File: src/rtl/serial_frame_tx.sv
// serial_frame_tx
//   Moore-style serial frame transmitter. Each accepted request emits
//   START(1), DATA_W payload bits MSB first, an optional even-parity bit,
//   and STOP(0). A new request may be accepted in STOP for back-to-back
//   frames.
//
// Ports
//   clk    in   1       rising-edge clock
//   rst    in   1       asynchronous, active-low reset
//   start  in   1       frame request, sampled on the rising edge
//   din    in   DATA_W  payload, captured on the accepting edge
//   ready  out  1       a start on the next edge will be accepted
//   x      out  1       serial line
//   done   out  1       high during the STOP cycle of each frame
module serial_frame_tx #(
  parameter int DATA_W    = 8,
  parameter int PARITY_EN = 1
) (
  input  logic              clk,
  input  logic              rst,
  input  logic              start,
  input  logic [DATA_W-1:0] din,
  output logic              ready,
  output logic              x,
  output logic              done
);

  localparam int CW = $clog2(DATA_W + 1);
  localparam logic [CW-1:0] LAST = CW'(DATA_W - 1);

  typedef enum logic [2:0] {
    IDLE   = 3'd0,
    START  = 3'd1,
    DATA   = 3'd2,
    PARITY = 3'd3,
    STOP   = 3'd4
  } state_t;

  state_t            state;
  state_t            next;
  logic [DATA_W-1:0] sr;
  logic [CW-1:0]     cnt;
  logic              par;
  logic              load;

  // A request is only honoured while the line is idle or finishing a frame.
  assign load = ((state == IDLE) || (state == STOP)) && start;

  always_ff @(posedge clk or negedge rst) begin
    if (!rst) state <= IDLE;
    else      state <= next;
  end

  always_comb begin
    next = IDLE;
    case (state)
      IDLE:    next = start ? START : IDLE;
      START:   next = DATA;
      DATA: begin
        if (cnt == LAST) next = (PARITY_EN != 0) ? PARITY : STOP;
        else             next = DATA;
      end
      PARITY:  next = STOP;
      STOP:    next = start ? START : IDLE;
      default: next = IDLE;
    endcase
  end

  // Parity is taken from din at capture time because the shift register
  // has been emptied by the time the parity cycle is reached.
  always_ff @(posedge clk or negedge rst) begin
    if (!rst) begin
      sr  <= '0;
      cnt <= '0;
      par <= 1'b0;
    end else if (load) begin
      sr  <= din;
      cnt <= '0;
      par <= ^din;
    end else if (state == DATA) begin
      sr  <= sr << 1;
      cnt <= cnt + CW'(1);
    end
  end

  always_comb begin
    x     = 1'b0;
    ready = 1'b0;
    done  = 1'b0;
    case (state)
      IDLE:    ready = 1'b1;
      START:   x = 1'b1;
      DATA:    x = sr[DATA_W-1];
      PARITY:  x = par;
      STOP: begin
        done  = 1'b1;
        ready = 1'b1;
      end
      default: ;
    endcase
  end

endmodule

File: config.mk
export PLATFORM = sky130hd
export DESIGN_NAME = serial_frame_tx
export DESIGN_NICKNAME = d
export VERILOG_FILES = /design/src/rtl/serial_frame_tx.sv
export SDC_FILE = /design/constraint.sdc
export NUM_CORES = 1
export LEC_CHECK = 0
export CAP_MARGIN = 20
export CORE_MARGIN = 8
export CORE_UTILIZATION = 45
export CTS_BUF_LIST = sky130_fd_sc_hd__clkbuf_16
export CTS_CLUSTER_SIZE = 20
export DETAILED_ROUTE_END_ITERATION = 16
export PLACE_DENSITY = 0.65
export SLEW_MARGIN = 40
export SYNTH_ARGS = -nofsm -noshare
export SYNTH_HDL_FRONTEND = slang
export SYNTH_SLANG_ARGS = --single-unit
File: constraint.sdc
create_clock -name clk -period 3.87 [get_ports clk]
set_input_delay 0.9675 -clock clk [delete_from_list [all_inputs] [get_ports clk]]
set_output_delay 0.9675 -clock clk [all_outputs]
set_load 0.01 [all_outputs]
Word-level counts from Yosys, hierarchy flattened
Cells that the tools add are included.
{ "classes": {"multipliers": 0, "n_reduce_logical": 6, "addsub": 1, "bitwise": 0, "n_eq_ne": 5, "div_mod_pow": 0, "n_shift": 0, "mux": 10, "magnitude_cmp": 0} }
{ "ops": {"columns": ["op", "n"], "rows": [
  ["8-bit 2-to-1 mux", 2],
  ["3-bit case mux with 4 select lines", 1],
  ["4-bit 2-to-1 mux", 2],
  ["8-bit XOR reduction", 1],
  ["3-bit by 2-bit equality test with 1-bit output, second input constant", 2],
  ["4-bit by 1-bit adder with 4-bit output, second input constant", 1],
  ["4-bit by 3-bit equality test with 1-bit output, second input constant", 1],
  ["1-bit 2-to-1 mux", 4],
  ["3-bit by 1-bit equality test with 1-bit output, second input constant", 1],
  ["3-bit equality test, second input constant", 1],
  ["3-bit logical NOT", 1],
  ["1-bit case mux with 3 select lines", 1],
  ["2-bit nonzero test", 1],
  ["2-bit OR reduction", 1],
  ["1-bit logical AND", 1],
  ["1-bit logical OR", 1]
]} }
{ "word_totals": {"output_inout_bits": 3, "ramBits": 0, "latchBits": 0, "mem_count": 0, "inputBits": 11, "wordCells": 26, "ff_bits": 16, "mem_bits_ro": 0} }

Logic depth before layout (Yosys ltp)
Gate-level depths: netlist of run 1.
{ "logic_depth": {"word_depth": 4, "ltp_mapped": 5, "mapped_depth_nobuf": 4} }

Least setup slack after synthesis of run 1
No wires, ideal clock.
{ "synth_timing": {"path_type": "reg2out", "start": "register state[0]", "end": "output x", "t_arrival_ns": 0.880, "setup_slack_ns": 2.023, "required_time_ns": 2.903, "path_stages_with_launch": 2, "path_buffers": 0, "path_cell_list": "dfrtp_1 > a311oi_1"} }
{ "synth_between": {"elab_chain_len": 2, "elab_cells_between_ends": 4, "cone_classes": "3 x eq/ne; 1 x mux"} }
{ "synth_rtl": {"columns": ["element", "line", "text"], "rows": [
  ["from (decl)", "39", "state_t state;"],
  ["from (signal assigned)", "51", "else state <= next;"],
  ["3-bit by 2-bit equality test with 1-bit output or 3-bit by 1-bit equality test with 1-bit output (tied branches)", "90", "case (state)"],
  ["1-bit case mux with 3 select lines *", "90", null],
  ["to (decl)", "24", "output logic x,"]
]} }
Mark *: on every way between the ends. The rest lies on a longest branch, timed or not.

Worst setup path after layout of run 1
Same ends and word-level chain as after synthesis.

==> results of run 1 <==
cell usage in the layout (no fill, tap or decap), drive strengths merged:
cell type      synthesis  layout
nand4                  1       1
xnor2                  9       9
xor2                   2       2
a311oi                 1       1
and2                   2       2
clkbuf                 0       3
inv                    1       1
buf                    4       1
nor2                  12      12
clkdlybuf4s50          0      12
nand2                 15      15
a21oi                 16      16
nand3                  1       1
o21ai                  1       1
or3b                   1       1
clkinv                 0       1
nand4b                 1       1
and3b                  1       1
nor3b                  1       1
ha                     1       1
dfrtp                 16      16
worst min-delay path by stage:
stage | end | slack (ps) | depth (start not counted)
after global routing | par | 550 | 2
after floorplan | par | 450 | 2
final | par | 500 | 2
after detailed placement | par | 500 | 2
after global placement | par | 470 | 2
after CTS | par | 510 | 2
per-stage QoR:
stage / setup slack [ps] / util, % / std cells / cell area (um2) / total power [W]
after global placement: 1600 / 52.4 / 122 / 986 / 0.000646
after floorplan: 2020 / - / 86 / 861 / 0.000586
after global routing: 1250 / 56.3 / 126 / 1060 / 0.000915
final: 1320 / 56.3 / 126 / 1060 / 0.000849
after detailed placement: 1570 / 52.4 / 122 / 986 / 0.000656
after CTS: 1300 / 56.6 / 126 / 1060 / 0.000863
kinds of logic (layout without fill, tap and decap cells):
kind of cell | Yosys count | in the layout | share of synthesized area, %
buffers and inverters | 5 | 18 | 4.94
and+or+nand+nor | 35 | 35 | 20.6
DFF | 16 | 16 | 46.5
adders and majority gates | 1 | 1 | 1.45
xor gates and xnor gates | 11 | 11 | 11.2
AOI/OAI and AO/OA | 18 | 18 | 15.3
state kept, by name (all words and copies together), names as in the netlist:
signal  flops
sr          8
par         1
state       3
cnt         4
critical path: stages (launching register included):
cell	delay, ps
dfrtp_1	480
a21oi_1	70
a311oi_1	200
clkdlybuf4s50_1	580
final cells by class:
type,count,area (um2)
fillers,186,822
inverters,1,3.75
clock buffers,3,75.1
multi-input cells,65,418
clock inverters,1,3.75
repair buffers,13,125
flip-flops and latches,16,400
well taps,27,33.8
routing by layer:
layer / GRT usage (%) / vias to the layer above / share of wire [%] / routed length, um
li1: - / 311 / - / -
met1: 12.4 / 292 / 46 / 768
met3: 3.44 / 2 / 5.9 / 100
met5: 0 / - / 0 / 0
met4: 6.12 / 0 / 0.71 / 12
met2: 18.5 / 9 / 48 / 802
power by group:
part	switching [W]	total, W	internal [W]	leakage (nW)
Sequential	0.0000627	0.000305	0.000242	0.199
Combinational	0.000184	0.000345	0.000160	0.211
Clock	0.0000627	0.000200	0.000137	0.0385
==> results.md, run 1 <==
* Post-CTS Setup Bufs at 0
* Worst Hold Margin at 503 ps
* Final GP Congestion at 0.732
* # clock sinks at 16
* Share of Yosys cell area claimed by the top area cell type at 46.5%
* Fin Setup TNS at 0 ps
* Post-layout minimum cycle time at 2550 ps
* Syn Nets at 98
* Worst setup path startpoint: state[0]
* N_diodes at 0
* Outcome: complete, no violations
* Static Leakage at 0.449 nW
* Pins Over Slew Limit at 0
* Drt pass-1 iters at 4
* RR Startpoint: state[0]
* I/O pins at 14
* Core region area at 1880 um2
* Remaining Overflow, GRT at 0
* Clk buf depth at 2
* Post-synth EDFFs at 0
* Overall routing resource usage at 11.2%
* Fin Clk Skew at 1.28 ps
* Hold_buf cts at 0
* Root buffer cell: clkbuf_16
* Worst-path fanout max at 7
* Initial Util at 45.7%
* Final HPWL DP at 1.16 mm
* Reg2Reg Capture Point: cnt[3]
* #FFs+latches synth at 16
* Worst slew margin at 58.1%
* Max VDD drop at 370 uV
* Worst-margin pin slew at 628 ps
* Die Ht at 59.7 um
* Largest net degree at the start of global routing at 17
* Reg2Reg Setup Slack at 2280 ps
* H-tree lvl count at 1
* First-pass GRT wire length at 2.97 mm
* Post-Syn Area at 861 um2
* Routed vias/inst at 4.87
* Ys flop type: dfrtp_1
* Die footprint at 3570 um2
* Top cells by area, synth: dfrtp_1 47%, a21oi_2 10%, xnor2_1 9.2%
* Setup Viol. Count Final at 0
* Via count at 614
* Final WL at 1.68 mm
* TritonCTS Buffers at 3
* Port-buffer cells at 13
* Gate Count Post-Synth at 86
* Post-cts resize count at 0
* Top-count cell post-synth: dfrtp_1
* Starting DRT DRC Count at 11
* Critical path destination: x
* Max-cap check violation count at 0
* Worst EP required at 2900 ps
* Post-synthesis cell type count at 22
* Reg clk slew, reported paths at 50 ps
* Layout cells sized above 1 at 18.2%
* Routed Antenna Nets at 0
* Initial antenna violation count at 0
* Post-synth ARST share at 100%
* # rows at 16
* Arr. time, crit path at 1580 ps
* RSZ-0062 raised after global routing: no
* PwrDens at 801 nW/um2
* CTS tree: yes
* Worst Setup End Kind: primary output
* HP Start: par
* Register area share after synthesis at 46.5%
* Wirelength per Cell at 13.4 um
* Avg Synthesized Cell Area at 10.0 um2
* # DRC at 0
* WS Path Type: reg -> out
* Chip width at 59.7 um
* Final period util at 65.8%
* Post-synth top area cell: dfrtp_1
* Hold crit path type: reg -> reg
* Yosys warns at 0
* Worst skew pair latency at 240 ps
* Synth top cells by count: 16 x dfrtp_1, 15 x nand2_1, 10 x a21oi_2, 10 x nor2_1, 9 x xnor2_1
* Number of global-route vias before repair at 657
* Synthesis-to-layout area growth at 23.1%
* Fmax at 393 MHz
* Startpoint types: flip-flop
* NumNets Final at 112
* Fin. Hold Viols at 0
* Worst Reg-to-Reg Cells at 4
No activity file was read; power rests on OpenSTA's default activity.
==> run 2: changes to the inputs <==
==> constraint.sdc (replaced) <==
create_clock -name clk -period 2.55 [get_ports clk]
set_input_delay 0.6375 -clock clk [delete_from_list [all_inputs] [get_ports clk]]
set_output_delay 0.6375 -clock clk [all_outputs]
set_load 0.01 [all_outputs]
==> results of run 2 <==
Same layout as run 1 (identical final DEF). Status: complete, no violations.
Among the figures that moved: setup slack after placement 1570 ps -> 584 ps; setup slack after layout 1320 ps -> 333 ps; hold slack 503 ps -> 304 ps; register-to-register setup slack 2280 ps -> 960 ps; total power 0.000849 W -> 0.00129 W; worst IR drop on VDD 370 uV -> 562 uV
